==> config.mk <==
export PLATFORM = sky130hd
export DESIGN_NAME = fir_ntap_avg
export DESIGN_NICKNAME = d
export VERILOG_FILES = /design/src/rtl/fir_ntap_avg.sv
export SDC_FILE = /design/constraint.sdc
export NUM_CORES = 1
export LEC_CHECK = 0
export ABC_AREA = 0
export BUFFER_PORTS_ARGS = -buffer_cell sky130_fd_sc_hd__buf_4
export CAP_MARGIN = 20
export CORE_ASPECT_RATIO = 0.5
export CORE_UTILIZATION = 60
export DETAILED_ROUTE_END_ITERATION = 12
export PLACE_DENSITY_LB_ADDON = 0.3
export SYNTH_ARGS = -nofsm -noshare
export SYNTH_HDL_FRONTEND = slang
export SYNTH_SLANG_ARGS = --single-unit
==> constraint.sdc <==
create_clock -name clk -period 3.4 [get_ports clk]
set_clock_uncertainty 0.1 [all_clocks]
set_input_delay 0.17 -clock clk [delete_from_list [all_inputs] [get_ports clk]]
set_output_delay 0.17 -clock clk [all_outputs]
set_load 0.01 [all_outputs]
==> src/rtl/fir_ntap_avg.sv <==
`default_nettype none
// ============================================================================
// Module      : fir_ntap_avg
// Description : N-tap moving-sum / averaging FIR filter with valid handshake,
//               signed or unsigned operands and synchronous flush.
// Revision    : 1.0 - initial release
// ============================================================================
module fir_ntap_avg #(
    parameter int W      = 4,
    parameter int TAPS   = 4,
    parameter int SIGNED = 0
) (
    input  logic                        clk,
    input  logic                        reset_n,
    input  logic                        in_valid,
    input  logic [W-1:0]                a,
    input  logic                        flush,
    output logic                        out_valid,
    output logic [W+$clog2(TAPS)-1:0]   s,
    output logic [W-1:0]                avg,
    output logic                        primed
);

    localparam int LT = $clog2(TAPS);
    localparam int SW = W + LT;
    localparam logic [LT:0] c_full_count = TAPS[LT:0];
    localparam logic [LT:0] c_count_one  = {{LT{1'b0}}, 1'b1};

    logic [W-1:0]  r_ar;
    logic          r_v1;
    logic [W-1:0]  r_d [TAPS];
    logic [SW-1:0] r_sum;
    logic [LT:0]   r_count;
    logic          r_out_valid;

    logic          w_sign_new;
    logic          w_sign_old;
    logic [SW-1:0] w_ext_new;
    logic [SW-1:0] w_ext_old;

    assign w_sign_new = (SIGNED != 0) && r_ar[W-1];
    assign w_sign_old = (SIGNED != 0) && r_d[TAPS-1][W-1];
    assign w_ext_new  = {{LT{w_sign_new}}, r_ar};
    assign w_ext_old  = {{LT{w_sign_old}}, r_d[TAPS-1]};

    // Stage 1: a flush in this cycle kills the incoming sample.
    always_ff @(posedge clk or negedge reset_n) begin
        if (!reset_n) begin
            r_ar <= '0;
            r_v1 <= 1'b0;
        end else begin
            r_ar <= a;
            r_v1 <= in_valid & ~flush;
        end
    end

    // Stage 2: the sum width W+LT holds TAPS full-scale samples, so no wrap.
    always_ff @(posedge clk or negedge reset_n) begin
        if (!reset_n) begin
            for (int i = 0; i < TAPS; i++) r_d[i] <= '0;
            r_sum       <= '0;
            r_count     <= '0;
            r_out_valid <= 1'b0;
        end else if (flush) begin
            for (int i = 0; i < TAPS; i++) r_d[i] <= '0;
            r_sum       <= '0;
            r_count     <= '0;
            r_out_valid <= 1'b0;
        end else if (r_v1) begin
            for (int i = TAPS - 1; i > 0; i--) r_d[i] <= r_d[i-1];
            r_d[0]      <= r_ar;
            r_sum       <= r_sum + w_ext_new - w_ext_old;
            r_out_valid <= 1'b1;
            if (r_count != c_full_count) r_count <= r_count + c_count_one;
        end else begin
            r_out_valid <= 1'b0;
        end
    end

    // Upper W bits of the sum are exactly sum >>> LT (floor for signed).
    assign s         = r_sum;
    assign avg       = r_sum[SW-1:LT];
    assign primed    = (r_count == c_full_count);
    assign out_valid = r_out_valid;

endmodule
`default_nettype wire

==> impl_metrics.csv <==
group,metric,value,unit
status,outcome,"complete, no violations",
floorplanning,start_util,0.670,
clock_tree,worstSkewPairLatency,0.28,ns
worst_setup_path,critical_path_arrival,2.53,ns
sta,fin_crit,2.47,ns
worst_setup_path,cp_num_cells,9,
clock_tree,cts_made_buffers,5,
worst_setup_path,critical-path-max-stage-delay,0.53,ns
clock_tree,h-tree-depth,2,
drt,drc,0,
worst_setup_path,end_kind,"flop",
yosys,syn_inst,144,
worst_setup_path,crit_path_start_kind,"flop",
yosys,synth-seq-cells,31,
clock_tree,clockBufferDepth,2,
yosys,synth_edf_count,0,
yosys,synth_top_area_cell,"dfrtp_1",
floorplanning,rows,12,
power_and_ir_drop,p_leak,0.943,nW
placement,place_area,0.00170,mm2
floorplanning,die_h,38.2,um
drt,drt-pass1-iter-count,4,
drt,drt_iter0_drc,35,
grt,grtUsageTotal,0.229,
drt,wl,2.70,mm
grt,antenna_found_initial,0,
finish,multi_input_area,657,um2
placement,place.gp.congestion,0.740,
finish,seq_area,776,um2
yosys,synth_seq_area_share,0.494,
yosys,yosysUniqueCellTypes,25,
sta,hold_viol_final,0,
finish,area_growth,17.9,%
yosys,yosys-top-cells-area,"dfrtp_1, mux2i_1, ha_1",
yosys,async_flop_share,1.00,
grt,overflow,0,
floorplanning,core_region_area,0.00234,mm2
drt,wl_per_cell,13.4,um
sta,fin_setup_tns,0,ns
clock_tree,root_buffer,"clkbuf_8",
finish,stdcell_count,202,
yosys,netlist.area_leader.share,0.494,
grt,grt_pass1_vias,1050,
finish,nFillCells,150,
worst_setup_path,worst-path-max-fanout,4,
grt,grt_max_degree,32,
sta,rsz0062_at_grt,"false",
yosys,synth.top_cells.by_count,"dfrtp_1, nor2_1, inv_1",
clock_tree,cts_setup_buffers,0,
placement,dp_hpwl,1.84,mm
finish,nNetsFinal,186,
worst_hold_path,worstHoldPathCells,2,
sta,maxSlewHeadroom,0.636,
yosys,avgSynthCellArea,10.9,um2
worst_setup_path,crit_family,"adder cells",
worst_setup_path,path_common_cell,"inv_1",
worst_setup_path,cp.required,3.46,ns
power_and_ir_drop,p_per_area,478,mW/mm2
worst_setup_path,crit_chain,"inv_1 > fa_1 > inv_1 > ha_1 > a21o_1 > a21oi_2 > o21ai_2 > mux2i_1 > mux2_1",
yosys,syn-cell-area,0.00157,mm2
floorplanning,ioPinCount,20,
sta,setup_viol,0,
clock_tree,clock_sinks,31,
yosys,synth_nets,164,
yosys,ys.flop_type,"dfrtp_1",
worst_setup_path,critPathKind,"reg -> reg",
worst_hold_path,hold_class,"in -> reg",
floorplanning,die_area,0.00284,mm2
finish,drive_above_1_share,0.180,
drt,vias,1044,
worst_setup_path,rr_worst_depth,9,
worst_setup_path,worst-path-buf-inv,2,
yosys,yosysWarnings,0,
finish,diodes,0,
clock_tree,cts.clk_slew.worst_paths,0.06,ns
sta,post-route-period-util,0.725,
power_and_ir_drop,ir_drop,266,uV
floorplanning,die_w,74.3,um
placement,portBuffers,19,
sta,hold_ws,0.0394,ns
sta,tightest_slew,0.547,ns
sta,fmax,405,MHz
sta,slew_violations,0,
grt,grt_pass1_wl,4.44,mm
finish,design_area,0.00185,mm2
worst_setup_path,critical_path.slowest_cell,"fa_1",
yosys,yosysMostFrequentCell,"dfrtp_1",
drt,viasPerCell,5.17,
clock_tree,cts_tree,"built",
job,maxCapViolCount,0,
placement,dpl.cell_count,189,
drt,ant_nets,0,
[placed cells by master, fill, tap and decap left out, drive strengths merged]
master and count:
dfrtp 31, nor2 23, inv 20, buf 20, mux2i 19, ha 8, clkbuf 8, dlygate4sd3 5
a21oi 5, nor2b 4, fa 4, xnor2 3, nand2 3, a21o 2, nor3 2, o21bai 2
and2 1, nand3 1, o21ai 1, mux2 1, and4b 1, xor2 1, o31ai 1, a211oi 1
[flip-flops by register name (all words and copies together), names as in the netlist]
signal and count:
out_valid 1, r_count 3, r_v1 1, r_ar 4, s 6, r_d 16
[worst reg2reg max path: cells and delay by family, from the launching register on]
family,cells,cell delay (ns)
muxes,2,0.50
adders and majority gates,2,0.86
DFF,1,0.37
buffers and inverters,2,0.13
AOI/OAI and AO/OA,3,0.39
[through the flow]
| stage | utilization | power (mW) | setup WS, ns |
|---|---|---|---|
| after global routing | 0.791 | 0.927 | 0.814 |
| after CTS | 0.791 | 0.898 | 0.921 |
| after floorplan | - | 0.530 | 0.974 |
| after global placement | 0.726 | 0.571 | 1.00 |
| after detailed placement | 0.726 | 0.578 | 0.955 |
| final | 0.791 | 0.885 | 0.933 |
[power by group]
group	switching (mW)	leakage [nW]	total, mW	internal [mW]
Sequential	0.0153	0.417	0.401	0.386
Clock	0.123	0.0515	0.307	0.184
Combinational	0.0921	0.475	0.177	0.0852
[per-layer routing]
metal / wire [um] / track usage / share of wire / vias to the layer above
li1: - / - / - / 494
met1: 1190 / 0.247 / 0.44 / 514
met2: 1280 / 0.382 / 0.47 / 26
met3: 153 / 0.0974 / 0.057 / 10
met4: 76 / 0.146 / 0.028 / 0
met5: 0 / 0 / 0 / -
[cell families after synthesis]
| logic type | Yosys count | share of synthesized area |
|---|---|---|
| mux | 20 | 0.128 |
| buf+inv | 30 | 0.0876 |
| simple gates | 35 | 0.0980 |
| fa+ha+maj | 12 | 0.115 |
| flops | 31 | 0.494 |
| compound gates | 12 | 0.0550 |
| xor+xnor | 4 | 0.0223 |
[path summary, 6_finish.rpt]
| check | from | to | slack (ns) |
|---|---|---|---|
| max | s[3] | s[5] | 0.93 |
| min | in_valid | r_v1 | 0.04 |
| max reg2reg | s[3] | s[5] | 0.93 |
| min reg2reg | r_d[7] | r_d[7] | 0.43 |
| max in group asynchronous | reset_n | r_v1 | 2.67 |
| min in group asynchronous | reset_n | r_d[10] | 0.26 |
[cell type report]
class / count / area share
inverter: 20 / 0.0405
clock buffer: 8 / 0.0541
tap: 35 / 0.0236
multi-input combinational: 83 / 0.355
sequential: 31 / 0.419
timing repair buffer: 25 / 0.108
[repair_timing]
action                    in CTS  in global routing
resized for setup              0                  0
hold buffers                   5                  0
hold endpoints to repair      35                  0
Note: power is estimated with default switching activity, not from simulation.
